File: src/rtl/mfp_pkg.sv
// Shared MFP timer definitions: prescaler codes, channel indices and the
// code-to-terminal-count mapping used by the timer clock front end.
package mfp_pkg;

    localparam int unsigned NCH_TIMERS = 4;
    localparam int unsigned TMR_A = 0;
    localparam int unsigned TMR_B = 1;
    localparam int unsigned TMR_C = 2;
    localparam int unsigned TMR_D = 3;

    typedef logic [2:0] ps_code_t;

    localparam ps_code_t PS_CODE_STOP   = 3'd0;
    localparam ps_code_t PS_CODE_DIV4   = 3'd1;
    localparam ps_code_t PS_CODE_DIV10  = 3'd2;
    localparam ps_code_t PS_CODE_DIV16  = 3'd3;
    localparam ps_code_t PS_CODE_DIV50  = 3'd4;
    localparam ps_code_t PS_CODE_DIV64  = 3'd5;
    localparam ps_code_t PS_CODE_DIV100 = 3'd6;
    localparam ps_code_t PS_CODE_DIV200 = 3'd7;

    // Largest terminal count of any code; also the hard wrap point of every counter.
    localparam logic [7:0] PS_LIM_MAX = 8'd199;

    function automatic logic [7:0] ps_limit(input ps_code_t code);
        logic [7:0] lim;
        case (code)
            PS_CODE_DIV4:   lim = 8'd3;
            PS_CODE_DIV10:  lim = 8'd9;
            PS_CODE_DIV16:  lim = 8'd15;
            PS_CODE_DIV50:  lim = 8'd49;
            PS_CODE_DIV64:  lim = 8'd63;
            PS_CODE_DIV100: lim = 8'd99;
            PS_CODE_DIV200: lim = 8'd199;
            default:        lim = 8'd0;
        endcase
        return lim;
    endfunction

endpackage

File: src/rtl/mfp_prescaler_chan.sv
// One timer channel prescaler: 8-bit counter that wraps at the code's terminal
// count (or 199) and flips its tick toggle on every wrap.
module mfp_prescaler_chan
    import mfp_pkg::*;
(
    input  logic     clk_i,
    input  logic     rst_i,
    input  ps_code_t code_i,
    output logic     tick_o
);

    logic [7:0] cnt_q, cnt_d;
    logic       tick_q, tick_d;
    logic [7:0] lim;

    assign lim = ps_limit(code_i);

    // The 199 check bounds the first period when a shrinking code leaves cnt above the new limit.
    always_comb begin
        cnt_d  = cnt_q;
        tick_d = tick_q;
        if (code_i == PS_CODE_STOP) begin
            cnt_d = 8'd0;
        end else if (cnt_q == lim || cnt_q == PS_LIM_MAX) begin
            cnt_d  = 8'd0;
            tick_d = ~tick_q;
        end else begin
            cnt_d = cnt_q + 8'd1;
        end
    end

    always_ff @(posedge clk_i) begin
        if (rst_i) begin
            cnt_q  <= 8'd0;
            tick_q <= 1'b0;
        end else begin
            cnt_q  <= cnt_d;
            tick_q <= tick_d;
        end
    end

    assign tick_o = tick_q;

endmodule

File: src/rtl/mfp_prescaler_sched.sv
// Timer-clock front end for the MFP timers: per-channel prescalers in the XCLK
// domain, updated from the CPU domain through a toggle request/acknowledge handshake.
module mfp_prescaler_sched
    import mfp_pkg::*;
#(
    parameter int unsigned NCH     = NCH_TIMERS,
    parameter int unsigned SYNC_FF = 2
) (
    input  logic           XCLK_I,
    input  logic           RST,
    input  logic           CTRL_REQ,
    input  logic [1:0]     CTRL_CH,
    input  logic [2:0]     CTRL_PS,
    output logic           CTRL_ACK,
    output logic [NCH-1:0] TICK_O,
    output logic [NCH-1:0] PS_ACTIVE,
    output logic           BUSY
);

    logic [SYNC_FF-1:0] sync_q;
    logic               hist_q;
    logic               req_edge;

    logic               busy_q, busy_d;
    logic               ack_q, ack_d;
    logic [1:0]         cap_ch_q, cap_ch_d;
    ps_code_t           cap_ps_q, cap_ps_d;
    ps_code_t           code_q [NCH];
    ps_code_t           code_d [NCH];
    logic [NCH-1:0]     ps_active_q, ps_active_d;

    assign req_edge = sync_q[SYNC_FF-1] ^ hist_q;

    // Detect cycle captures and raises BUSY; the following edge applies and acknowledges.
    // Edges arriving while BUSY are protocol violations and are dropped.
    always_comb begin
        busy_d      = busy_q;
        ack_d       = ack_q;
        cap_ch_d    = cap_ch_q;
        cap_ps_d    = cap_ps_q;
        code_d      = code_q;
        ps_active_d = ps_active_q;
        if (busy_q) begin
            busy_d = 1'b0;
            ack_d  = ~ack_q;
            for (int ch = 0; ch < int'(NCH); ch++) begin
                if (int'(cap_ch_q) == ch) begin
                    code_d[ch] = cap_ps_q;
                end
            end
        end else if (req_edge) begin
            busy_d   = 1'b1;
            cap_ch_d = CTRL_CH;
            cap_ps_d = CTRL_PS;
        end
        for (int ch = 0; ch < int'(NCH); ch++) begin
            ps_active_d[ch] = (code_d[ch] != PS_CODE_STOP);
        end
    end

    always_ff @(posedge XCLK_I) begin
        if (RST) begin
            sync_q      <= '0;
            hist_q      <= 1'b0;
            busy_q      <= 1'b0;
            ack_q       <= 1'b0;
            cap_ch_q    <= 2'd0;
            cap_ps_q    <= PS_CODE_STOP;
            ps_active_q <= '0;
            for (int ch = 0; ch < int'(NCH); ch++) begin
                code_q[ch] <= PS_CODE_STOP;
            end
        end else begin
            sync_q      <= {sync_q[SYNC_FF-2:0], CTRL_REQ};
            hist_q      <= sync_q[SYNC_FF-1];
            busy_q      <= busy_d;
            ack_q       <= ack_d;
            cap_ch_q    <= cap_ch_d;
            cap_ps_q    <= cap_ps_d;
            ps_active_q <= ps_active_d;
            code_q      <= code_d;
        end
    end

    for (genvar g = 0; g < int'(NCH); g++) begin : g_chan
        mfp_prescaler_chan u_chan (
            .clk_i  (XCLK_I),
            .rst_i  (RST),
            .code_i (code_q[g]),
            .tick_o (TICK_O[g])
        );
    end

    assign CTRL_ACK  = ack_q;
    assign BUSY      = busy_q;
    assign PS_ACTIVE = ps_active_q;

endmodule

File: config.mk
export PLATFORM = sky130hd
export DESIGN_NAME = mfp_prescaler_sched
export DESIGN_NICKNAME = d
export VERILOG_FILES = /design/src/rtl/mfp_pkg.sv /design/src/rtl/mfp_prescaler_chan.sv /design/src/rtl/mfp_prescaler_sched.sv
export SDC_FILE = /design/constraint.sdc
export NUM_CORES = 1
export LEC_CHECK = 0
export BUFFER_PORTS_ARGS = -buffer_cell sky130_fd_sc_hd__clkbuf_2
export CAP_MARGIN = 40
export CELL_PAD_IN_SITES_DETAIL_PLACEMENT = 1
export CELL_PAD_IN_SITES_GLOBAL_PLACEMENT = 2
export CORE_UTILIZATION = 41
export DETAILED_ROUTE_END_ITERATION = 16
export GPL_ROUTABILITY_DRIVEN = 0
export PLACE_DENSITY = 0.86
export SYNTH_ARGS = -nofsm -noshare
export SYNTH_HDL_FRONTEND = slang
export SYNTH_HIERARCHICAL = 1
export SYNTH_SLANG_ARGS = --single-unit
File: constraint.sdc
create_clock -name XCLK_I -period 4.3 [get_ports XCLK_I]
set_input_delay 0.215 -clock XCLK_I [delete_from_list [all_inputs] [get_ports XCLK_I]]
set_output_delay 0.215 -clock XCLK_I [all_outputs]
set_load 0.02 [all_outputs]
==> results_dict.tcl, run 1 <==
set metrics [dict create \
    dpl_worst_slack_ns 2.331 \
    ctsHoldBuffers 0 \
    cts_tree "built" \
    ys_async_sr_fraction 0 \
    drtIter0Drc 59 \
    htreeDepth 3 \
    vias 2836 \
    register_area_um2 1241 \
    synth_area_leaders "dfxtp_1, mux2i_1, nor2_1, xor2_1, nand3_1" \
    cp.required_ns 4.52 \
    die_w_um 94.39 \
    hold_start "CTRL_REQ" \
    tns_ns 0 \
    synth_cell_types 41 \
    finalCriticalPeriod_ns 1.957 \
    dp_hpwl_mm 5.375 \
    synth_edf_count 0 \
    clock_skew_ns 0.008806 \
    grt_setup_unrepaired "no" \
    multiInputGateArea_um2 2056 \
    r2r-start "code_q[5]" \
    hold-worst-slack_ns 0.08373 \
    start_util 0.4238 \
    syn_avg_cell_area_um2 8.705 \
    yosysTopAreaCell "dfxtp_1" \
    place_area_um2 3558 \
    clock_sinks 62 \
    drtAntennaViolNets 0 \
    max_cap_violations 0 \
    fin_nets 418 \
    reg2reg_slack_ns 2.34 \
    ys.flop_type "dfxtp_1" \
    overflow 0 \
    syn_to_final_growth_pct 8.724 \
    drive_above_1_share 0.1387 \
    rr_endpoint "g_chan[2].u_chan/cnt_q[7]" \
    power.leakage_nw 1.512 \
    crit_chain "nor2b_1 -> mux2i_1 -> o31ai_1 -> nand3_1 -> o211ai_2 -> nor2_1" \
    path_clk_slew_ns 0.08 \
    grtUsageTotal 0.1880 \
    grt_pass1_vias 2823 \
    relSlewSlack 0.4851 \
    core_um2 8258 \
    cpMaxStageDelayCell "dfxtp_1" \
    ctsResizeCount 0 \
    final_cell_mix "dfxtp_1, nor2_1, mux2i_1, nand3_1, nor3_1" \
    n_antenna_cell 0 \
    chipHeight_um 94.39 \
    setup_viol 0 \
    io_buffers 17 \
    ys_seq_area_frac 0.3547 \
    synth_cells 402 \
    min_path_cells 2 \
    finalWorstSetupSlack_ns 2.343 \
    status "completed" \
    critPathMaxStageDelay_ns 0.58 \
    wl_per_cell_um 14.84 \
    ir_drop_mv 0.1398 \
    fmax_mhz 511.0 \
    period_share 0.4551 \
    grt_max_degree 44 \
    post-route-cell-area_um2 3805 \
    drt_drc_violations_left 0 \
    hold_end "sync_q[0]" \
    synth_top_area_share 0.3547 \
    die_area_um2 8909 \
    slew_violations 0 \
    crit_arrival_ns 2.17 \
    rows 33 \
    root_buffer "clkbuf_8" \
    tightest_slew_ns 0.7723 \
    grt_pass1_wl_mm 13.30 \
    grt_antenna_before_repair 0 \
    critPathMaxFanout 12 \
    synth_seq_cells 62 \
    post_cts_buffers 0 \
    final_common_cell "dfxtp_1" \
    numCtsBuffers 9 \
    hold_viol 0 \
    pin_count 18 \
    start_kind "flop" \
    drt_first_pass_iters 4 \
    synth_area_um2 3500 \
    synth_warnings 6 \
    end_kind "flop" \
    fill_cells 1009 \
    finish.utilization 0.4608 \
    cts_max_path_buffers 2 \
    wl_mm 7.657 \
    power_density_nw_per_um2 329.6 \
    synth_nets 414 \
    vias_per_cell 5.496 \
    insertion_delay_ns 0.34 \
    hp-class "in -> reg" \
    path_class "reg -> reg" \
    r2r_cells 6 \
]
[metrics by stage]
step	power [W]	instances
floorplan	0.0006226	402
global placement	0.0006335	500
detailed placement	0.0006343	500
CTS	0.001275	516
global route	0.001301	516
finish	0.001254	516
[report_power, final]
part | switching, W | total, W | leakage (nW) | internal (W)
sequential | 0.00000819 | 0.000587 | 0.500 | 0.000579
clock | 0.000247 | 0.000634 | 0.116 | 0.000387
combinational | 0.0000180 | 0.0000331 | 0.895 | 0.0000150
[sequential cells by signal (all words and copies together) (netlist names)]
register / flops
BUSY: 1
CTRL_ACK: 1
PS_ACTIVE: 4
cap_ch_q: 2
cap_ps_q: 3
code_q: 12
g_chan.u_chan/cnt_q: 32
g_chan.u_chan/tick_o: 4
hist_q: 1
sync_q: 2
[per-layer routing]
layer	global-route usage	wire length, µm
met3	0.02979	135
met5	0	0
met2	0.3207	3627
met1	0.2369	3787
met4	0.07179	106
[how the worst max path moves through the flow]
stage	end	slack [ns]	from
3_5_place_dp	g_chan[2].u_chan/cnt_q[7]	2.33	code_q[5]
6_report	g_chan[2].u_chan/cnt_q[7]	2.34	code_q[5]
4_1_cts	g_chan[2].u_chan/cnt_q[7]	2.32	code_q[5]
3_3_place_gp	g_chan[2].u_chan/cnt_q[7]	2.33	code_q[5]
2_1_floorplan	g_chan[1].u_chan/tick_o	2.67	code_q[7]
5_1_grt	g_chan[1].u_chan/cnt_q[2]	2.06	code_q[8]
[cell usage after synthesis (3+ instances only)]
cell and count:
and3_2 4, o31ai_1 4, a31oi_1 8, buf_2 12, o211ai_2 4, a21oi_1 4
buf_4 4, nor3_1 21, nand3b_1 4, buf_6 5, clkbuf_1 3, inv_1 12
a221o_1 4, nand4_1 4, nand2b_1 18, nor2b_1 7, dfxtp_1 62, and4b_1 4
and4_1 4, o22ai_1 4, nand3_1 25, and4b_2 4, mux2i_1 25, ha_1 4
and3_1 4, nor3b_1 4, nor2_1 60, nor2_4 4, nand2_1 12, o41ai_1 4
a211o_1 4, o21ai_0 8, nor4_2 4, xnor2_1 14, xor2_1 20, a211oi_1 8
[cells by family (layout without fill, tap and decap cells)]
family / count (synthesis) / after routing / share of synthesized area
xor+xnor: 34 / 34 / 0.08509
flops: 62 / 62 / 0.3547
buf+inv: 36 / 45 / 0.05792
fa+ha+maj: 4 / 4 / 0.01430
simple gates: 189 / 189 / 0.3064
compound gates: 52 / 52 / 0.1101
mux: 25 / 25 / 0.07151
[critical path: cells and delay by family (launching register included)]
kind | cells | cell delay, ns
compound gates | 2 | 0.63
flops | 1 | 0.58
mux | 1 | 0.10
simple gates | 3 | 0.53
[final cells by class]
type | count | area share
tap | 105 | 0.03453
multi-input combinational | 304 | 0.5403
clock buffer | 9 | 0.03256
sequential | 62 | 0.3262
inverter | 12 | 0.01184
timing repair buffer | 17 | 0.02236
clock inverter | 7 | 0.03223
(Power assumes the default switching activity.)
==> inputs of run 2 (changes only) <==
--- a/config.mk
+++ b/config.mk
@@ -9,10 +9,10 @@
 export CAP_MARGIN = 40
 export CELL_PAD_IN_SITES_DETAIL_PLACEMENT = 1
 export CELL_PAD_IN_SITES_GLOBAL_PLACEMENT = 2
-export CORE_UTILIZATION = 41
+export CORE_UTILIZATION = 34
 export DETAILED_ROUTE_END_ITERATION = 16
 export GPL_ROUTABILITY_DRIVEN = 0
-export PLACE_DENSITY = 0.86
+export PLACE_DENSITY = 0.76
 export SYNTH_ARGS = -nofsm -noshare
 export SYNTH_HDL_FRONTEND = slang
 export SYNTH_HIERARCHICAL = 1
==> constraint.sdc (replaced) <==
create_clock -name XCLK_I -period 1.8 [get_ports XCLK_I]
set_input_delay 0.09 -clock XCLK_I [delete_from_list [all_inputs] [get_ports XCLK_I]]
set_output_delay 0.09 -clock XCLK_I [all_outputs]
set_load 0.02 [all_outputs]
==> run 2 against run 1 <==
  * Count of clock-buffer cells in the layout grew 3
  * Largest power group unchanged
  * Highest routed layer unchanged
  * Non-clock buffer count rose by 45
  * First-iteration DRC count up 47%
  * Hold slack better by 0.23 ns
==> results_dict.tcl, run 2 (synthesized netlist as in run 1, its figures left out) <==
set metrics [dict create \
    insertion_delay_ns 0.36 \
    htreeDepth 3 \
    cp.required_ns 2.04 \
    hold_start "RST" \
    die_area_um2 10700 \
    grt_pass1_wl_mm 14.57 \
    use_met3 0.03091 \
    vias 2999 \
    hold_viol 0 \
    die_w_um 103.5 \
    clock_sinks 62 \
    drt_first_pass_iters 4 \
    dpl_worst_slack_ns -0.01373 \
    ir_drop_mv 0.2619 \
    tns_ns 0 \
    core_um2 9864 \
    hold-worst-slack_ns 0.3159 \
    final_cell_mix "nor2_1, dfxtp_1, buf_4" \
    largest_reg_flops 32 \
    path_class "reg -> reg" \
    overflow 0 \
    finalCriticalPeriod_ns 1.778 \
    period_share 0.9879 \
    drt_drc_violations_left 0 \
    drtIter0Drc 87 \
    grt_antenna_before_repair 0 \
    cts_tree "built" \
    wl_mm 8.950 \
    end_kind "flop" \
    grt_max_degree 24 \
    fin_nets 463 \
    root_buffer "clkbuf_8" \
    start_util 0.3548 \
    grtUsageMet2 0.3031 \
    r2r-start "g_chan[3].u_chan/cnt_q[7]" \
    n_antenna_cell 0 \
    crit_arrival_ns 2.02 \
    vias_per_cell 5.092 \
    drtAntennaViolNets 0 \
    drive_above_1_share 0.2675 \
    slew_violations 0 \
    wl_per_cell_um 15.20 \
    power.leakage_nw 1.751 \
    grtUsageTotal 0.1778 \
    chipHeight_um 103.5 \
    rows 36 \
    dp_hpwl_mm 6.125 \
    max_cap_violations 0 \
    path_clk_slew_ns 0.07 \
    power_density_nw_per_um2 679.2 \
    status "completed" \
    final_common_cell "nor2_1" \
    start_kind "flop" \
    busiest_layer "met2" \
    grt_pass1_vias 3056 \
    hp-class "in -> reg" \
    finish.utilization 0.4342 \
    syn_to_final_growth_pct 22.38 \
    regMostFlops "g_chan.u_chan/cnt_q" \
    relSlewSlack 0.7386 \
    numCtsBuffers 9 \
    setup_viol 0 \
    cts_max_path_buffers 2 \
    finalWorstSetupSlack_ns 0.02182 \
    pin_count 18 \
    fmax_mhz 562.4 \
    reg.largest.list "g_chan.u_chan/cnt_q x32, code_q x12" \
    critPathMaxFanout 3 \
    groute.layer.met1.usage 0.2158 \
    io_buffers 17 \
    clock_skew_ns 0.005054 \
    startpoint "g_chan[3].u_chan/cnt_q[7]" \
    tightest_slew_ns 0.3891 \
]
-- run 2: report_power, final --
part	switching, W	internal, W
clock network	0.000594	0.000815
logic	0.0000490	0.0000500
registers	0.0000193	0.00138
-- run 2: path summary, 6_finish.rpt --
kind	to	slack (ns)	cells after the start
worst max-delay path	g_chan[3].u_chan/tick_o	0.02	6
worst min-delay path	code_q[4]	0.32	3
worst max register to register	g_chan[3].u_chan/tick_o	0.02	6
worst min register to register	sync_q[1]	0.47	1
-- run 2: repair_timing --
action	4_1_cts	5_1_grt
hold buffers	6	0
gates resized for setup	2	30
buffers inserted	0	4
endpoints found under the setup margin	2	36
pin swaps	0	9
hold endpoints to repair	6	0
-- run 2: area by class of cell --
cell class                 count  area (µm²)
tap                          133       166.4
sequential                    62        1261
timing repair buffer          62       454.2
fill                        1145        5582
clock inverter                 4       70.07
clock buffer                  12       145.1
multi-input combinational    304        2141
inverter                      12       45.04
-- run 2: worst max-delay path, stage by stage (launching register included) --
cell	delay, ns
dfxtp_2	0.37
inv_2	0.09
nor4_4	0.30
and4_1	0.27
nor2_1	0.08
a221o_1	0.33
a211o_1	0.23
-- run 2: stage by stage --
stage                     power (W)  area (µm²)  instances
after floorplan            0.001487        3500        402
after global placement     0.001520        3856        563
after detailed placement   0.001523        3856        563
after CTS                  0.002937        4134        585
after global routing       0.003004        4283        589
final                      0.002909        4283        589
-- run 2: per-layer routing --
layer	up-vias	part of all wire	wire, µm
li1	1534	-	-
met2	24	0.50	4445
met1	1428	0.47	4209
met4	0	0.016	142
met5	-	0	0
met3	13	0.017	152
